==> src/rtl/adders_pkg.sv <==
// Shared definitions for the adder family: FSM state encoding used by the serial adders.
package adders_pkg;

    typedef enum logic [1:0] {
        ST_IDLE = 2'b00,
        ST_RUN  = 2'b01,
        ST_DONE = 2'b10
    } state_t;

endpackage

==> src/rtl/fa_st.sv <==
// Single-bit full adder; the only combinational datapath of the serial adder.
module fa_st (
    input  logic a,
    input  logic b,
    input  logic cin,
    output logic sum,
    output logic cout
);

    assign sum  = a ^ b ^ cin;
    assign cout = (a & b) | (cin & (a ^ b));

endmodule

==> src/rtl/serial_adder_st.sv <==
// Bit-serial WIDTH-bit adder: operands are shifted LSB-first through one full adder,
// the carry is held in a flop and the sum is assembled in a shift register.
module serial_adder_st
    import adders_pkg::*;
#(
    parameter int unsigned WIDTH = 8
) (
    input  logic             clk,
    input  logic             rst,
    input  logic             start_valid,
    output logic             start_ready,
    input  logic [WIDTH-1:0] a_in,
    input  logic [WIDTH-1:0] b_in,
    input  logic             cin_in,
    output logic [WIDTH-1:0] sum_out,
    output logic             cout_out,
    output logic             done_valid,
    input  logic             done_ready,
    output logic             busy
);

    localparam int unsigned CW = $clog2(WIDTH);
    localparam logic [CW-1:0] LAST_BIT = CW'(WIDTH - 1);

    state_t           state_q, state_d;
    logic [WIDTH-1:0] a_q, a_d;
    logic [WIDTH-1:0] b_q, b_d;
    logic [WIDTH-1:0] sum_q, sum_d;
    logic             carry_q, carry_d;
    logic [CW-1:0]    cnt_q, cnt_d;
    logic             fa_sum;
    logic             fa_cout;

    fa_st u_fa (
        .a    (a_q[0]),
        .b    (b_q[0]),
        .cin  (carry_q),
        .sum  (fa_sum),
        .cout (fa_cout)
    );

    always_ff @(posedge clk or posedge rst) begin
        if (rst) begin
            state_q <= ST_IDLE;
            a_q     <= '0;
            b_q     <= '0;
            sum_q   <= '0;
            carry_q <= 1'b0;
            cnt_q   <= '0;
        end else begin
            state_q <= state_d;
            a_q     <= a_d;
            b_q     <= b_d;
            sum_q   <= sum_d;
            carry_q <= carry_d;
            cnt_q   <= cnt_d;
        end
    end

    always_comb begin
        state_d = state_q;
        a_d     = a_q;
        b_d     = b_q;
        sum_d   = sum_q;
        carry_d = carry_q;
        cnt_d   = cnt_q;

        unique case (state_q)
            ST_IDLE: begin
                if (start_valid) begin
                    a_d     = a_in;
                    b_d     = b_in;
                    carry_d = cin_in;
                    cnt_d   = '0;
                    state_d = ST_RUN;
                end
            end
            ST_RUN: begin
                sum_d   = {fa_sum, sum_q[WIDTH-1:1]};
                a_d     = a_q >> 1;
                b_d     = b_q >> 1;
                carry_d = fa_cout;
                // Counter parks at zero on the last bit so it never exceeds WIDTH-1.
                if (cnt_q == LAST_BIT) begin
                    cnt_d   = '0;
                    state_d = ST_DONE;
                end else begin
                    cnt_d = cnt_q + CW'(1);
                end
            end
            ST_DONE: begin
                if (done_ready) begin
                    state_d = ST_IDLE;
                end
            end
            default: state_d = ST_IDLE;
        endcase
    end

    assign start_ready = (state_q == ST_IDLE);
    assign done_valid  = (state_q == ST_DONE);
    assign busy        = (state_q == ST_RUN) || (state_q == ST_DONE);
    assign sum_out     = sum_q;
    assign cout_out    = carry_q;

endmodule

==> config.mk <==
export PLATFORM = sky130hd
export DESIGN_NAME = serial_adder_st
export DESIGN_NICKNAME = d
export VERILOG_FILES = /design/src/rtl/adders_pkg.sv /design/src/rtl/fa_st.sv /design/src/rtl/serial_adder_st.sv
export SDC_FILE = /design/constraint.sdc
export NUM_CORES = 1
export LEC_CHECK = 0
export ABC_AREA = 1
export CAP_MARGIN = 20
export CORE_MARGIN = 2
export CORE_UTILIZATION = 53
export DETAILED_ROUTE_END_ITERATION = 6
export GPL_TIMING_DRIVEN = 0
export PLACE_DENSITY = 0.87
export SYNTH_ARGS = -nofsm -noshare
export SYNTH_HDL_FRONTEND = slang
export SYNTH_HIERARCHICAL = 1
export SYNTH_SLANG_ARGS = --single-unit
==> constraint.sdc <==
create_clock -name clk -period 3.6 [get_ports clk]
set_clock_uncertainty 0.15 [all_clocks]
set_input_delay 0.36 -clock clk [delete_from_list [all_inputs] [get_ports clk]]
set_output_delay 0.36 -clock clk [all_outputs]
set_load 0.005 [all_outputs]
==> run summary <==
Hold_ws - 239 ps
Placed cell area - 1890 um^2
Top cell type's share of synthesized area - 0.500
CTS sink cnt - 30
Syn nets - 219
Yosys warns - 6
Leakage Power - 1.05 nW
Achievable frequency - 438 MHz
Die Width - 57.2 um
Gr ovfl total - 0
Residual DRC - 0
Largest net degree at the start of global routing - 18
Post-synthesis cell type with the largest combined area - dfrtp_1
Max Slew Vio Count - 0
Seq cells post-synth - 30
Max stage delay on crit path - 560 ps
Synth top area cells - dfrtp_1 50%, nand2_1 29%, ha_1 5.0%, o21ai_0 2.7%, inv_1 2.5%
DR WL/cell - 10.8 um
Area growth syn-to-layout - 31.2%
Vias per std cell - 4.98
Synth top cells by count - 115 x nand2_1, 30 x dfrtp_1, 10 x inv_1
Ys async rst share - 1.00
Fin crit share - 0.634
Most numerous cell in the Yosys netlist - nand2_1
Post-DP HPWL - 2.07 mm
Antenna-violating nets left - 0
WP data arrival - 1770 ps
1st-iter DRT viols - 67
Ant. Diodes - 0
CTS tree - built
CP endpoint kind - output pin
First-pass GRT wire length - 4.76 mm
Worst setup path class - reg2out
Final Power - 1.55 mW
Die ar. - 3270 um^2
Synth Flop Type - dfrtp_1
Die Height - 57.2 um
Setup_tns - 0 ps
CTS Buf Count - 5
Cell count after synthesis - 191
# port buffers - 32
Vias in the first global route - 1146
DR pass1 iterations - 4
Flop-to-flop setup slack - 1890 ps
Mean post-synth cell area - 7.85 um^2
Core area - 2730 um^2
Worst hold path class - in2async
Clk slew on worst S/H paths - 90 ps
H-tree Lvls - 2
Register area share after synthesis - 0.500
Cts hold-fix bufs - 0
I/O pin count - 33
Total Nets Final - 259
Setup Buffers After CTS - 0
Filler Cell Count - 217
Clk_lat worst skew - 330 ps
Worst Tran Pin Value - 587 ps
Starting Density - 0.549
Netlist Area Pre-Place - 1500 um^2
Layout cells sized above 1 - 0.0866
RSZ-0062 raised after global routing - no
CP cell instances - inv_1, ha_1, clkdlybuf4s50_1
Post-Route WL - 2.83 mm
Initial antenna violation count - 0
PostCTS Resize Cnt - 0
DR vias - 1305
Slew margin rel. - 0.608
Fin area - 1970 um^2
Hold Violations, Final - 0
Status - completed
Startpoint types - flop
Max-Cap Viols - 0
Worst path slowest cell - clkdlybuf4s50_1
Maximum vdd drop - 0.574 mV
Synth unique cells - 17
RD Place Congestion - 0.720
Worst EP required - 3090 ps
CP Max Fanout - 6
Site Rows - 19
Final Setup Violations - 0
CTS max path bufs - 2
Clock root cell - clkbuf_4
Number of synthesized flops with an enable pin - 0
Overall Global Routing Usage - 0.196
Period minus WS final - 2280 ps
Pwr dens - 786 nW/um^2
## routing by layer
layer	up-vias	routed length, um	track usage
li1	663	-	-
met2	34	1350	0.310
met4	0	71	0.120
met1	599	1280	0.237
met3	9	127	0.0544
met5	-	0	0
## worst max-delay path, delay by kind of cell, from the launching register on
family,cells,cell delay (ps)
flip-flops,1,410
buffers and inverters,2,670
adder cells (fa/ha/maj),1,360
## per-stage QoR
step	setup WS, ps	util	instances
floorplan	2130	-	191
global route	1220	0.720	262
global placement	1690	0.680	254
CTS	1300	0.720	262
finish	1320	0.720	262
detailed placement	1680	0.690	255
## area by class of cell
cell class / instances / area [um^2] / area share
clock buffers: 6 / 51.3 / 0.0261
multi-input cells: 142 / 646 / 0.328
plain buffers: 8 / 60.1 / 0.0305
repair buffers: 33 / 348 / 0.177
clock inverters: 1 / 30.0 / 0.0153
flip-flops and latches: 30 / 751 / 0.381
inverters: 11 / 43.8 / 0.0223
well taps: 31 / 38.8 / 0.0197
## final timing paths
| path | start | end | cells after the start |
|---|---|---|---|
| max in group asynchronous | rst | b_q[4]$_DFFE_PP0P_ | 3 |
| min reg2reg | b_q[4]$_DFFE_PP0P_ | b_q[4]$_DFFE_PP0P_ | 2 |
| max | state_q[1]$_DFFE_PP0P_ | start_ready | 3 |
| max reg2reg | state_q[1]$_DFFE_PP0P_ | b_q[1]$_DFFE_PP0P_ | 8 |
| min | rst | sum_out[5]$_DFFE_PP0N_ | 2 |
| min in group clk | b_q[4]$_DFFE_PP0P_ | b_q[4]$_DFFE_PP0P_ | 2 |
## where the power goes
part / total, mW / switching, mW / internal [mW]
logic: 0.721 / 0.395 / 0.325
clock network: 0.274 / 0.112 / 0.162
registers: 0.553 / 0.0811 / 0.472
total: 1.55 / 0.589 / 0.959
## cell usage in the layout, fill, tap and decap left out
cell type / instances
buf_6: 3
buf_2: 3
o21ai_0: 8
ha_1: 6
buf_16: 1
dfrtp_1: 30
nand2_2: 2
inv_4: 1
clkdlybuf4s50_1: 32
o21ai_4: 1
nand3_1: 5
bufinv_16: 1
clkbuf_1: 1
fa_1: 1
nand4_1: 2
nor2_1: 1
nand2_1: 115
clkbuf_8: 1
buf_4: 1
o21ai_2: 1
clkbuf_4: 5
inv_1: 10
## flip-flops by register name (all words and copies together) (netlist names)
name and count:
cnt_q 3, a_q 8, state_q 2, sum_out 8, b_q 8, cout_out 1
## cell families after synthesis
kind of cell | after synthesis | synth area share
flip-flops | 30 | 0.500
buffers and inverters | 19 | 0.0692
adder cells (fa/ha/maj) | 7 | 0.0634
AND/OR/NAND/NOR | 125 | 0.324
AO/OA/AOI/OAI | 10 | 0.0434
(Power assumes the default switching activity.)
